===== config.mk =====
export PLATFORM = sky130hd
export DESIGN_NAME = adc_seq_ctrl
export DESIGN_NICKNAME = d
export VERILOG_FILES = /design/src/rtl/adc_seq_pkg.sv /design/src/rtl/adc_seq_avg.sv /design/src/rtl/adc_seq_ctrl.sv
export SDC_FILE = /design/constraint.sdc
export NUM_CORES = 1
export LEC_CHECK = 0
export CORE_MARGIN = 5
export CORE_UTILIZATION = 50
export CTS_BUF_LIST = sky130_fd_sc_hd__clkbuf_4
export DETAILED_ROUTE_END_ITERATION = 12
export PLACE_DENSITY = 0.83
export SLEW_MARGIN = 20
export SYNTH_ARGS = -nofsm -noshare
export SYNTH_HDL_FRONTEND = slang
export SYNTH_SLANG_ARGS = --single-unit

===== constraint.sdc =====
create_clock -name clk -period 10.3 [get_ports clk]
set_input_delay 3.09 -clock clk [delete_from_list [all_inputs] [get_ports clk]]
set_output_delay 3.09 -clock clk [all_outputs]
set_load 0.02 [all_outputs]

===== src/rtl/adc_seq_pkg.sv =====
// Shared types and constants for the ADC conversion sequencer.
package adc_seq_pkg;
   typedef enum logic [1:0] {
      IDLE  = 2'd0,
      START = 2'd1,
      WAIT  = 2'd2,
      SPACE = 2'd3
   } state_t;

   localparam int PERIOD_MIN_DEF     = 4;
   localparam int TIMEOUT_CYCLES_DEF = 1024;
   localparam int ACC_W              = 19;
   localparam int DATA_W             = 16;

   function automatic logic [DATA_W-1:0] clamp_period(input logic [DATA_W-1:0] p,
                                                      input int unsigned       pmin);
      return (p < DATA_W'(pmin)) ? DATA_W'(pmin) : p;
   endfunction
endpackage


===== src/rtl/adc_seq_avg.sv =====
// Sample accumulator for power-of-two averaging; publishes sum >> log2 when the set is complete.
module adc_seq_avg
   import adc_seq_pkg::*;
(
   input  logic              clk,
   input  logic              rst,
   input  logic              flush_i,
   input  logic              load_i,
   input  logic              sample_i,
   input  logic [1:0]        log2_i,
   input  logic [DATA_W-1:0] raw_i,
   output logic              at_bound_o,
   output logic              pub_o,
   output logic [DATA_W-1:0] pub_val_o
);
   logic [ACC_W-1:0] acc_q, acc_d, sum;
   logic [3:0]       cnt_q, cnt_d, cnt_n;
   logic [1:0]       n_q, n_d;

   assign sum        = acc_q + ACC_W'(raw_i);
   assign cnt_n      = cnt_q + 4'd1;
   assign at_bound_o = (cnt_q == 4'd0);
   assign pub_o      = sample_i && (cnt_n == (4'd1 << n_q));
   assign pub_val_o  = DATA_W'(sum >> n_q);

   always_comb begin
      acc_d = acc_q;
      cnt_d = cnt_q;
      n_d   = n_q;
      // The averaging depth only changes between results.
      if (load_i && at_bound_o) n_d = log2_i;
      if (flush_i) begin
         acc_d = '0;
         cnt_d = '0;
      end else if (sample_i) begin
         if (pub_o) begin
            acc_d = '0;
            cnt_d = '0;
         end else begin
            acc_d = sum;
            cnt_d = cnt_n;
         end
      end
   end

   always_ff @(posedge clk) begin
      if (rst) begin
         acc_q <= '0;
         cnt_q <= '0;
         n_q   <= '0;
      end else begin
         acc_q <= acc_d;
         cnt_q <= cnt_d;
         n_q   <= n_d;
      end
   end
endmodule


===== src/rtl/adc_seq_ctrl.sv =====
// ADC conversion sequencer: periodic/single starts, timeout, overrun count.
// Averaging is built only when ADC_SEQ_AVG_EN is defined; otherwise every adc_done publishes adc_raw.
module adc_seq_ctrl
   import adc_seq_pkg::*;
#(
   parameter int TIMEOUT_CYCLES = TIMEOUT_CYCLES_DEF,
   parameter int PERIOD_MIN     = PERIOD_MIN_DEF
) (
   input  logic              clk,
   input  logic              rst,
   input  logic              cfg_enable,
   input  logic [DATA_W-1:0] cfg_period,
   input  logic              cfg_single,
   input  logic [1:0]        cfg_avg_log2,
   input  logic              err_clear,
   input  logic              adc_busy,
   input  logic              adc_done,
   input  logic [DATA_W-1:0] adc_raw,
   output logic              adc_start,
   output logic [DATA_W-1:0] adc_data_value,
   output logic              adc_data_valid,
   output logic              busy,
   output logic              err_timeout,
   output logic [7:0]        ovr_count
);
   localparam int TW = $clog2(TIMEOUT_CYCLES) + 1;

   state_t            state_q, state_d;
   logic [DATA_W-1:0] per_cnt_q, per_cnt_d, per_q, per_d, per_eff;
   logic [TW-1:0]     tmo_q, tmo_d;
   logic              pend_q, pend_d, err_q, err_d, dvld_q;
   logic [7:0]        ovr_q, ovr_d;
   logic [DATA_W-1:0] dval_q, dval_d, pub_val;
   logic              issue, sample, per_exp, tmo_evt, ovr_evt, cont, pub, at_bound;

   assign issue   = (state_q == START) && !adc_busy;
   assign sample  = (state_q == WAIT) && adc_done;
   // Counter holds 1 in the last cycle of the period, so the next START lands exactly on time.
   assign per_exp = (per_cnt_q <= DATA_W'(1));
   assign tmo_evt = (state_q == WAIT) && !adc_done && (tmo_q == TW'(TIMEOUT_CYCLES - 1));
   assign ovr_evt = (state_q == WAIT) && !adc_done && (per_cnt_q == DATA_W'(1));
   assign cont    = cfg_enable || (pend_q && !pub);
   assign per_eff = at_bound ? cfg_period : per_q;

`ifdef ADC_SEQ_AVG_EN
   logic flush;
   assign flush = (state_q != IDLE) && (state_d == IDLE);

   adc_seq_avg u_avg (
      .clk        (clk),
      .rst        (rst),
      .flush_i    (flush),
      .load_i     (issue),
      .sample_i   (sample),
      .log2_i     (cfg_avg_log2),
      .raw_i      (adc_raw),
      .at_bound_o (at_bound),
      .pub_o      (pub),
      .pub_val_o  (pub_val)
   );
`else
   logic unused_avg;
   assign unused_avg = ^cfg_avg_log2;
   assign at_bound   = 1'b1;
   assign pub        = sample;
   assign pub_val    = adc_raw;
`endif

   always_comb begin
      state_d   = state_q;
      per_cnt_d = (per_cnt_q != '0) ? per_cnt_q - DATA_W'(1) : per_cnt_q;
      per_d     = per_q;
      tmo_d     = tmo_q;
      pend_d    = pend_q;
      err_d     = err_q;
      ovr_d     = ovr_q;
      dval_d    = dval_q;
      case (state_q)
         IDLE: if (!adc_busy && (cfg_enable || pend_q)) state_d = START;
         START: if (issue) begin
            per_d     = per_eff;
            per_cnt_d = clamp_period(per_eff, PERIOD_MIN) - DATA_W'(1);
            tmo_d     = '0;
            state_d   = WAIT;
         end
         WAIT: begin
            if (adc_done) state_d = (per_exp && cont && !adc_busy) ? START : SPACE;
            else if (tmo_evt) state_d = IDLE;
            else tmo_d = tmo_q + TW'(1);
         end
         SPACE: if (per_exp) begin
            if (!cont) state_d = IDLE;
            else if (!adc_busy) state_d = START;
         end
         default: state_d = IDLE;
      endcase
      if (pub) begin
         dval_d = pub_val;
         pend_d = 1'b0;
      end
      if (tmo_evt) pend_d = 1'b0;
      if (cfg_single && !cfg_enable) pend_d = 1'b1;
      if (err_clear) begin
         err_d = 1'b0;
         ovr_d = '0;
      end
      if (tmo_evt) err_d = 1'b1;
      if (ovr_evt && ovr_d != 8'hFF) ovr_d = ovr_d + 8'd1;
   end

   always_ff @(posedge clk) begin
      if (rst) begin
         state_q   <= IDLE;
         per_cnt_q <= '0;
         per_q     <= '0;
         tmo_q     <= '0;
         pend_q    <= 1'b0;
         err_q     <= 1'b0;
         ovr_q     <= '0;
         dval_q    <= '0;
         dvld_q    <= 1'b0;
      end else begin
         state_q   <= state_d;
         per_cnt_q <= per_cnt_d;
         per_q     <= per_d;
         tmo_q     <= tmo_d;
         pend_q    <= pend_d;
         err_q     <= err_d;
         ovr_q     <= ovr_d;
         dval_q    <= dval_d;
         dvld_q    <= pub;
      end
   end

   assign adc_start      = issue;
   assign adc_data_value = dval_q;
   assign adc_data_valid = dvld_q;
   assign busy           = (state_q != IDLE);
   assign err_timeout    = err_q;
   assign ovr_count      = ovr_q;
endmodule


==> results.json, run 1 <==
{
  "cpMaxStageDelayCell": "clkdlybuf4s50_1",
  "synthTopCellsByCount": "dfxtp_1, nand2_1, nor2_1, a21oi_1, nor3_1",
  "grt_overflow": 0,
  "setup_tns_ns": 0,
  "status": "complete, no violations",
  "clockRootBuffer": "clkbuf_4",
  "clkSlewWorstSetupHoldPaths_ns": 0.15,
  "critPathArrivalTime_ns": 5.40,
  "muxShareOfSynthArea": 0.0207,
  "clock.fmax_mhz": 118,
  "synthSimpleGateAreaFrac": 0.316,
  "postCtsSetupRepairBufs": 0,
  "synthesis.nets": 421,
  "hold_viol": 0,
  "ys_warn_count": 0,
  "synth_top_area_frac": 0.378,
  "cts_max_level": 2,
  "synth_edf_count": 0,
  "coreArea_um2": 5850,
  "setup_viol": 0,
  "r2r_slack_ns": 7.53,
  "syn_to_final_growth_pct": 25.6,
  "rr_endpoint": "ovr_count[5]",
  "dieArea_um2": 7570,
  "synth_area_leaders": "dfxtp_1, nand2_1, xnor2_1, a21oi_1, nor2_1",
  "worstRegToRegCells": 5,
  "grt_max_degree": 48,
  "path_class": "input pin to primary output",
  "synth_compound_area_frac": 0.158,
  "period_minus_slack_ns": 8.49,
  "worst_pin_slew_ns": 1.03,
  "postRouteAntennaNets": 0,
  "synth_top_family_by_area": "simple AND/OR/NAND/NOR gates",
  "antenna_cells": 0,
  "min-delay-start": "adc_data_value[0]",
  "required_ns": 7.21,
  "dp_hpwl_um": 5270,
  "p_leak_nw": 1.25,
  "clock_latency_ns": 0.38,
  "drive_gt1_frac": 0.0392,
  "critPathMaxStageDelay_ns": 0.70,
  "rows": 28,
  "nets": 479,
  "whs_endpoint": "adc_data_value[0]",
  "drtIter0Drc": 171,
  "crit_top_cell": "clkdlybuf4s50_1",
  "r2r_start": "per_cnt_q[14]",
  "grt_pass1_wl_um": 11900,
  "route.vias.total": 2875,
  "final_max_slew_viol_count": 0,
  "rsz0062_at_grt": "false",
  "synth_seq_cells": 56,
  "place_congestion": 0.859,
  "endpoint_kind": "primary output",
  "io_pins": 69,
  "hold_depth": 2,
  "dieWidth_um": 87.0,
  "p_total_w": 0.000676,
  "synth.most_common_cell": "dfxtp_1",
  "holdBufCountCts": 0,
  "power_density_nw_per_um2": 181,
  "netlist_area_um2": 2970,
  "drc": 0,
  "worst_hold_path_type": "register to register",
  "synth_cell_types": 51,
  "netlist.top_cell.by_area": "dfxtp_1",
  "grtUsageTotal": 0.191,
  "ys_seq_area_frac": 0.378,
  "layout_setup_ws_ns": 1.81,
  "synth.avg_cell_area_um2": 7.91,
  "grt_pass1_vias": 2685,
  "synth-main-ff-cell": "dfxtp_1",
  "wl_per_cell_um": 13.9,
  "place_ws_ns": 1.82,
  "async_reset_ff_frac": 0,
  "cp_max_fo": 18,
  "start_util": 0.507,
  "max_slew_margin": 0.310,
  "cts-resized-gates": 0,
  "antenna_found_initial": 0,
  "yosys.area_share.adder": 0.0211,
  "vias_per_cell": 5.65,
  "timing.final.crit_share": 0.824,
  "drv_cap": 0,
  "port_buffers": 66,
  "fp.dieH_um": 87.0,
  "cts.path.max_buffers": 2,
  "firstDrtPassIters": 4,
  "cts_tree": "done",
  "cts_sinks": 56,
  "start_kind": "input pin",
  "path_cells": "clkdlybuf4s50_1, nor2_1, nand2_1, clkinv_1, clkdlybuf4s50_1",
  "ir_worst_vdd_mv": 0.0922,
  "synth_cells": 375,
  "cts_inserted_buffers": 5,
  "drt-total-wl_um": 7050,
  "fin_skew_ns": 0.0159,
  "synth_xor_area_frac": 0.0709
}
==> layout make-up <==
cell class | count | area (µm²)
inverters | 11 | 41.3
clock buffers | 5 | 37.5
multi-input cells | 292 | 1740
repair buffers | 67 | 668
fillers | 524 | 2130
flip-flops and latches | 56 | 1120
clock inverters | 3 | 21.3
well taps | 75 | 93.8
==> sequential cells by signal (all words and copies together), names as in the netlist <==
register        count
tmo_q              11
per_cnt_q          16
adc_data_value     16
ovr_count           8
adc_data_valid      1
err_timeout         1
pend_q              1
state_q             2
==> cells in the final DEF (no fill, tap or decap), types with 2 or more instances in the layout <==
cell type         n
mux2i_1           5
a31oi_1           2
nand3_1          14
nand2b_1          6
o22ai_1           2
or3_1             7
nor3b_1           2
a31o_2            2
a21oi_1          29
o21ai_0          10
or4_1            11
a21o_1            4
dfxtp_1          56
xnor2_1          17
a211o_1           2
nor3_1           19
or2_2             2
clkbuf_4          5
nand4_1           8
or3b_2            2
nor2b_1           3
nor4_1           15
and2_1            4
nand2_1          49
o32ai_1           2
inv_1            10
xor2_1            7
a211oi_1         10
o21a_1            2
nor2_1           33
clkdlybuf4s50_1  66
and4_1            2
ha_1              5
==> stage by stage <==
| step | utilization | instances | instance area [µm²] | hold slack (ns) |
|---|---|---|---|---|
| final | 0.637 | 509 | 3720 | 0.463 |
| after global routing | 0.637 | 509 | 3720 | 0.483 |
| after detailed placement | 0.627 | 501 | 3670 | 0.446 |
| after CTS | 0.637 | 509 | 3720 | 0.467 |
| after global placement | 0.627 | 501 | 3670 | 0.441 |
| after floorplan | - | 375 | 2970 | 0.445 |
==> critical path: cells and delay by family <==
family | cells | cell delay [ns]
buf+inv | 3 | 1.79
simple gates | 2 | 0.51
==> where the power goes <==
part / internal, W / total (W) / switching, W
sequential: 0.000251 / 0.000286 / 0.0000350
clock: 0.0000272 / 0.0000988 / 0.0000716
combinational: 0.000133 / 0.000292 / 0.000158
==> layer usage <==
metal	share of wire	wire, µm	GRT usage	vias to the layer above
li1	-	-	-	1478
met1	0.46	3210	0.244	1316
met2	0.47	3330	0.319	71
met3	0.053	375	0.0426	10
met4	0.019	135	0.0595	0
met5	0	0	0	-
==> how the worst max path moves through the flow <==
| stage | slack, ns | startpoint | end | depth (start not counted) |
|---|---|---|---|---|
| finish | 1.81 | adc_busy | adc_start | 5 |
| global route | 1.62 | adc_busy | adc_start | 5 |
| CTS | 1.82 | adc_busy | adc_start | 5 |
| detailed placement | 1.82 | adc_busy | adc_start | 5 |
| global placement | 1.82 | adc_busy | adc_start | 5 |
| floorplan | 3.28 | adc_busy | adc_start | 4 |
==> cell families after synthesis <==
| group | after synthesis |
|---|---|
| AND/OR/NAND/NOR | 183 |
| adder cells (fa/ha/maj) | 5 |
| buffers and inverters | 27 |
| XOR/XNOR | 24 |
| flip-flops | 56 |
| AO/OA/AOI/OAI | 74 |
| multiplexers | 6 |
No activity file was read; power rests on OpenSTA's default activity.
==> run 2, diff against run 1 <==
==> constraint.sdc (replaced) <==
create_clock -name clk -period 8.55 [get_ports clk]
set_input_delay 2.565 -clock clk [delete_from_list [all_inputs] [get_ports clk]]
set_output_delay 2.565 -clock clk [all_outputs]
set_load 0.02 [all_outputs]
==> run 2 against run 1 <==
Effect of this change: global-route usage is 0.29 points higher; wire length rose by 1.1%; final cell count rose by 0.20%; power increased by 20%; via count hardly changed; setup slack worse by 0.35 ns; flip-flop and latch count is the same; clock skew up 0.0053 ns; critical endpoint unchanged; clock power increased by 21%; highest routed layer unchanged; non-clock buffer count increased by 1.
==> results.json, run 2 (synthesis results as in run 1) <==
{
  "wl_per_cell_um": 14.0,
  "rows": 28,
  "min-delay-start": "adc_data_value[11]",
  "cts.path.max_buffers": 2,
  "start_kind": "input pin",
  "syn_to_final_growth_pct": 25.8,
  "grt_pass1_wl_um": 12000,
  "dieArea_um2": 7570,
  "final_common_cell": "clkdlybuf4s50_1",
  "p_leak_nw": 1.26,
  "crit_top_cell": "clkdlybuf4s50_1",
  "grt_pass1_vias": 2711,
  "grt_overflow": 0,
  "critPathLaunch": "adc_busy",
  "cts_max_level": 2,
  "rsz0062_at_grt": "false",
  "clkSlewWorstSetupHoldPaths_ns": 0.17,
  "drv_cap": 0,
  "path_cells": "clkdlybuf4s50_1, nor2_1, nand2_1, clkinv_1, buf_4, clkdlybuf4s50_1",
  "cts_tree": "done",
  "fp.dieH_um": 87.0,
  "dp_hpwl_um": 5340,
  "setup_viol": 0,
  "path_class": "input pin to primary output",
  "final_cells": 510,
  "placed_cell_area_um2": 3670,
  "critPathArrivalTime_ns": 4.52,
  "fin_skew_ns": 0.0211,
  "antenna_found_initial": 0,
  "fill_cells": 520,
  "placed_cells": 502,
  "drtIter0Drc": 158,
  "worst_hold_path_type": "register to register",
  "cpMaxStageDelayCell": "clkdlybuf4s50_1",
  "place_congestion": 0.854,
  "r2r_start": "per_cnt_q[14]",
  "cts-resized-gates": 0,
  "final_max_slew_viol_count": 0,
  "drc": 0,
  "antenna_cells": 0,
  "route.vias.total": 2877,
  "required_ns": 5.99,
  "critPathMaxStageDelay_ns": 0.64,
  "stdcell_area_um2": 3730,
  "postRouteAntennaNets": 0,
  "hold_depth": 2,
  "grtUsageTotal": 0.194,
  "postCtsSetupRepairBufs": 0,
  "clock_latency_ns": 0.39,
  "hold_viol": 0,
  "nets": 480,
  "ir_worst_vdd_mv": 0.104,
  "cp_max_fo": 18,
  "drt-total-wl_um": 7130,
  "grt_max_degree": 48,
  "setup_tns_ns": 0,
  "layout_common_cells": "clkdlybuf4s50_1, dfxtp_1, nand2_1, nor2_1, a21oi_1",
  "clock.fmax_mhz": 141,
  "status": "complete, no violations",
  "power_density_nw_per_um2": 218,
  "holdBufCountCts": 0,
  "port_buffers": 66,
  "io_pins": 69,
  "worst_pin_slew_ns": 1.07,
  "cts_inserted_buffers": 5,
  "max_slew_margin": 0.280,
  "drive_gt1_frac": 0.0414,
  "endpoint_kind": "primary output",
  "timing.final.crit_share": 0.829,
  "vias_per_cell": 5.64,
  "area.sequential_um2": 1120,
  "hold_slack_ns": 0.464,
  "coreArea_um2": 5850,
  "cts_sinks": 56,
  "multiInputGateArea_um2": 1740,
  "fin_util": 0.638,
  "clockRootBuffer": "clkbuf_4",
  "firstDrtPassIters": 4,
  "worstRegToRegCells": 5,
  "period_minus_slack_ns": 7.09,
  "start_util": 0.507,
  "dieWidth_um": 87.0
}
[run 2: worst max-delay path, delay by kind of cell]
family,cells,cell delay (ns)
buffers and inverters,4,1.42
AND/OR/NAND/NOR,2,0.53
[run 2: layout make-up]
type | instances | share of cell area
Clock inverter | 3 | 0.00570
Multi-Input combinational cell | 292 | 0.467
Timing Repair Buffer | 68 | 0.181
Sequential cell | 56 | 0.300
Inverter | 11 | 0.0111
Clock buffer | 5 | 0.0101
Tap cell | 75 | 0.0251
[run 2: worst paths after layout]
check	to	slack (ns)
worst min register to register	adc_data_value[11]	0.46
worst min-delay path	adc_data_value[11]	0.46
worst max register to register	ovr_count[5]	5.77
worst max-delay path	adc_start	1.46
[run 2: power by group]
group / leakage [nW] / internal (W) / switching (W)
registers: 0.455 / 0.000302 / 0.0000413
clock network: 0.0316 / 0.0000328 / 0.0000877
logic: 0.770 / 0.000161 / 0.000188
total: 1.26 / 0.000496 / 0.000317
[run 2: stage by stage]
stage | total power (W) | setup slack, ns
after floorplan | 0.000608 | 2.58
after detailed placement | 0.000695 | 1.45
after global placement | 0.000685 | 1.47
after CTS | 0.000815 | 1.46
final | 0.000812 | 1.46
after global routing | 0.000877 | 1.29
[run 2: routing by layer]
layer | global-route usage | share of wire | wire length [µm] | vias up
li1 | - | - | - | 1476
met3 | 0.0473 | 0.057 | 406 | 12
met1 | 0.243 | 0.45 | 3180 | 1324
met4 | 0.0552 | 0.017 | 121 | 0
met5 | 0 | 0 | 0 | -
met2 | 0.328 | 0.48 | 3430 | 65
==> run 3, diff against run 2 <==
--- a/config.mk
+++ b/config.mk
@@ -6,10 +6,10 @@
 export NUM_CORES = 1
 export LEC_CHECK = 0
 export CORE_MARGIN = 5
-export CORE_UTILIZATION = 50
+export CORE_UTILIZATION = 47
 export CTS_BUF_LIST = sky130_fd_sc_hd__clkbuf_4
 export DETAILED_ROUTE_END_ITERATION = 12
-export PLACE_DENSITY = 0.83
+export PLACE_DENSITY = 0.82
 export SLEW_MARGIN = 20
 export SYNTH_ARGS = -nofsm -noshare
 export SYNTH_HDL_FRONTEND = slang
==> constraint.sdc (replaced) <==
create_clock -name clk -period 6.35 [get_ports clk]
set_input_delay 1.905 -clock clk [delete_from_list [all_inputs] [get_ports clk]]
set_output_delay 1.905 -clock clk [all_outputs]
set_load 0.02 [all_outputs]
==> run 3 against run 2 <==
Effect of this change: worst hold slack improved by 0.0012 ns; global-route usage fell by 1.3 points; sequential share of layout area down 0.12 points.
==> results.json, run 3 (synthesis results as in run 1) <==
{
  "switching_share": 0.389,
  "grt_max_degree": 48,
  "drtIter0Drc": 163,
  "fin_skew_ns": 0.0137,
  "route.vias.total": 2891,
  "firstDrtPassIters": 4,
  "p_int_w": 0.000673,
  "status": "complete, no violations",
  "cts-resized-gates": 0,
  "worstRegToRegCells": 5,
  "drv_cap": 0,
  "dieArea_um2": 8000,
  "cts_tree": "done",
  "critPathMaxStageDelay_ns": 0.61,
  "timing.final.crit_share": 0.833,
  "switching_power_w": 0.000428,
  "required_ns": 4.45,
  "p_total_w": 0.00110,
  "comb_power_share": 0.431,
  "endpoint_kind": "primary output",
  "path_class": "input pin to primary output",
  "p_seq_frac": 0.421,
  "rows": 29,
  "clkSlewWorstSetupHoldPaths_ns": 0.16,
  "path_cells": "clkdlybuf4s50_1, nor2_1, nand2_1, clkinv_1, clkdlybuf4s50_1",
  "grt_pass1_wl_um": 11600,
  "wl_per_cell_um": 13.8,
  "cts_max_level": 2,
  "clock_latency_ns": 0.38,
  "rsz0062_at_grt": "false",
  "grtUsageTotal": 0.181,
  "grt_pass1_vias": 2627,
  "p_leak_nw": 1.26,
  "cts_inserted_buffers": 5,
  "cp_max_fo": 3,
  "power_density_nw_per_um2": 294,
  "setup_viol": 0,
  "holdBufCountCts": 0,
  "hold_slack_ns": 0.465,
  "final_common_cell": "clkdlybuf4s50_1",
  "nets": 481,
  "clock_power_share": 0.148,
  "layout_common_cells": "clkdlybuf4s50_1, dfxtp_1, nand2_1, nor2_1, a21oi_1",
  "grt_overflow": 0,
  "ir_worst_vdd_mv": 0.178,
  "drt-total-wl_um": 7100,
  "cpMaxStageDelayCell": "clkdlybuf4s50_1",
  "dp_hpwl_um": 5270,
  "fp.dieH_um": 89.4,
  "start_util": 0.475,
  "coreArea_um2": 6240,
  "period_minus_slack_ns": 5.29,
  "cp.depth": 5,
  "postCtsSetupRepairBufs": 0,
  "clock.fmax_mhz": 189,
  "critPathArrivalTime_ns": 3.38,
  "setup_tns_ns": 0,
  "syn_to_final_growth_pct": 26.3,
  "crit_top_cell": "clkdlybuf4s50_1",
  "crit_family": "buffers and inverters",
  "antenna_found_initial": 1,
  "final_cells": 514,
  "drive_gt1_frac": 0.0436,
  "place_congestion": 0.844,
  "clockRootBuffer": "clkbuf_4",
  "start_kind": "input pin",
  "cts.path.max_buffers": 2,
  "dieWidth_um": 89.4,
  "drc": 0,
  "port_buffers": 66,
  "worst_pin_slew_ns": 1.03,
  "final_max_slew_viol_count": 0,
  "postRouteAntennaNets": 0,
  "cp_num_buf_inv": 3,
  "max_slew_margin": 0.307,
  "hold_viol": 0,
  "cts_sinks": 56,
  "worst_hold_path_type": "register to register",
  "io_pins": 69,
  "vias_per_cell": 5.62,
  "placed_cells": 505,
  "hold_depth": 2
}
run 3: cell count changes in the layout (fill, tap and decap cells not counted):
cell,previous run,this run
buf_4,2,3
clkbuf_4,5,6
clkinv_2,1,0
clkinv_4,0,1
diode_2,0,1
inv_6,1,0
run 3: tightest hold or removal path: stages, from the launching register on:
cell,delay (ns)
dfxtp_1,0.34
nand2_1,0.05
a21oi_1,0.05
run 3: routing by layer:
metal | global-route usage | part of all wire
met1 | 0.240 | 0.46
met2 | 0.295 | 0.47
met5 | 0 | 0
met3 | 0.0230 | 0.055
met4 | 0.0758 | 0.016
run 3: final cells by class:
| type | instances | area, µm² |
|---|---|---|
| Antenna cell | 1 | 2.50 |
| Inverter | 11 | 41.3 |
| Multi-Input combinational cell | 292 | 1740 |
| Fill cell | 567 | 2490 |
| Clock inverter | 2 | 16.3 |
| Timing Repair Buffer | 69 | 683 |
| Tap cell | 77 | 96.3 |
| Sequential cell | 56 | 1120 |
| Clock buffer | 6 | 45.0 |
run 3: final timing paths:
check	start	to	slack, ns
worst max-delay path	adc_busy	adc_start	1.06
worst min-delay path	adc_data_value[7]	adc_data_value[7]	0.47
worst max register to register	per_cnt_q[15]	ovr_count[5]	3.56
worst min register to register	adc_data_value[7]	adc_data_value[7]	0.47
run 3: power by group through the flow:
| stage | Sequential [W] | Clock [W] | Combinational, W |
|---|---|---|---|
| final | 0.000463 | 0.000163 | 0.000475 |
| after global routing | 0.000473 | 0.000175 | 0.000529 |
| after CTS | 0.000462 | 0.000166 | 0.000473 |
| after detailed placement | 0.000470 | 0 | 0.000468 |
| after global placement | 0.000466 | 0 | 0.000458 |
| after floorplan | 0.000465 | 0 | 0.000354 |
run 3: through the flow:
step | area (µm²) | util | setup WS, ns
finish | 3750 | 0.600 | 1.06
global route | 3750 | 0.600 | 0.970
CTS | 3740 | 0.600 | 1.05
detailed placement | 3680 | 0.590 | 1.06
global placement | 3680 | 0.590 | 1.08
floorplan | 2970 | - | 1.70
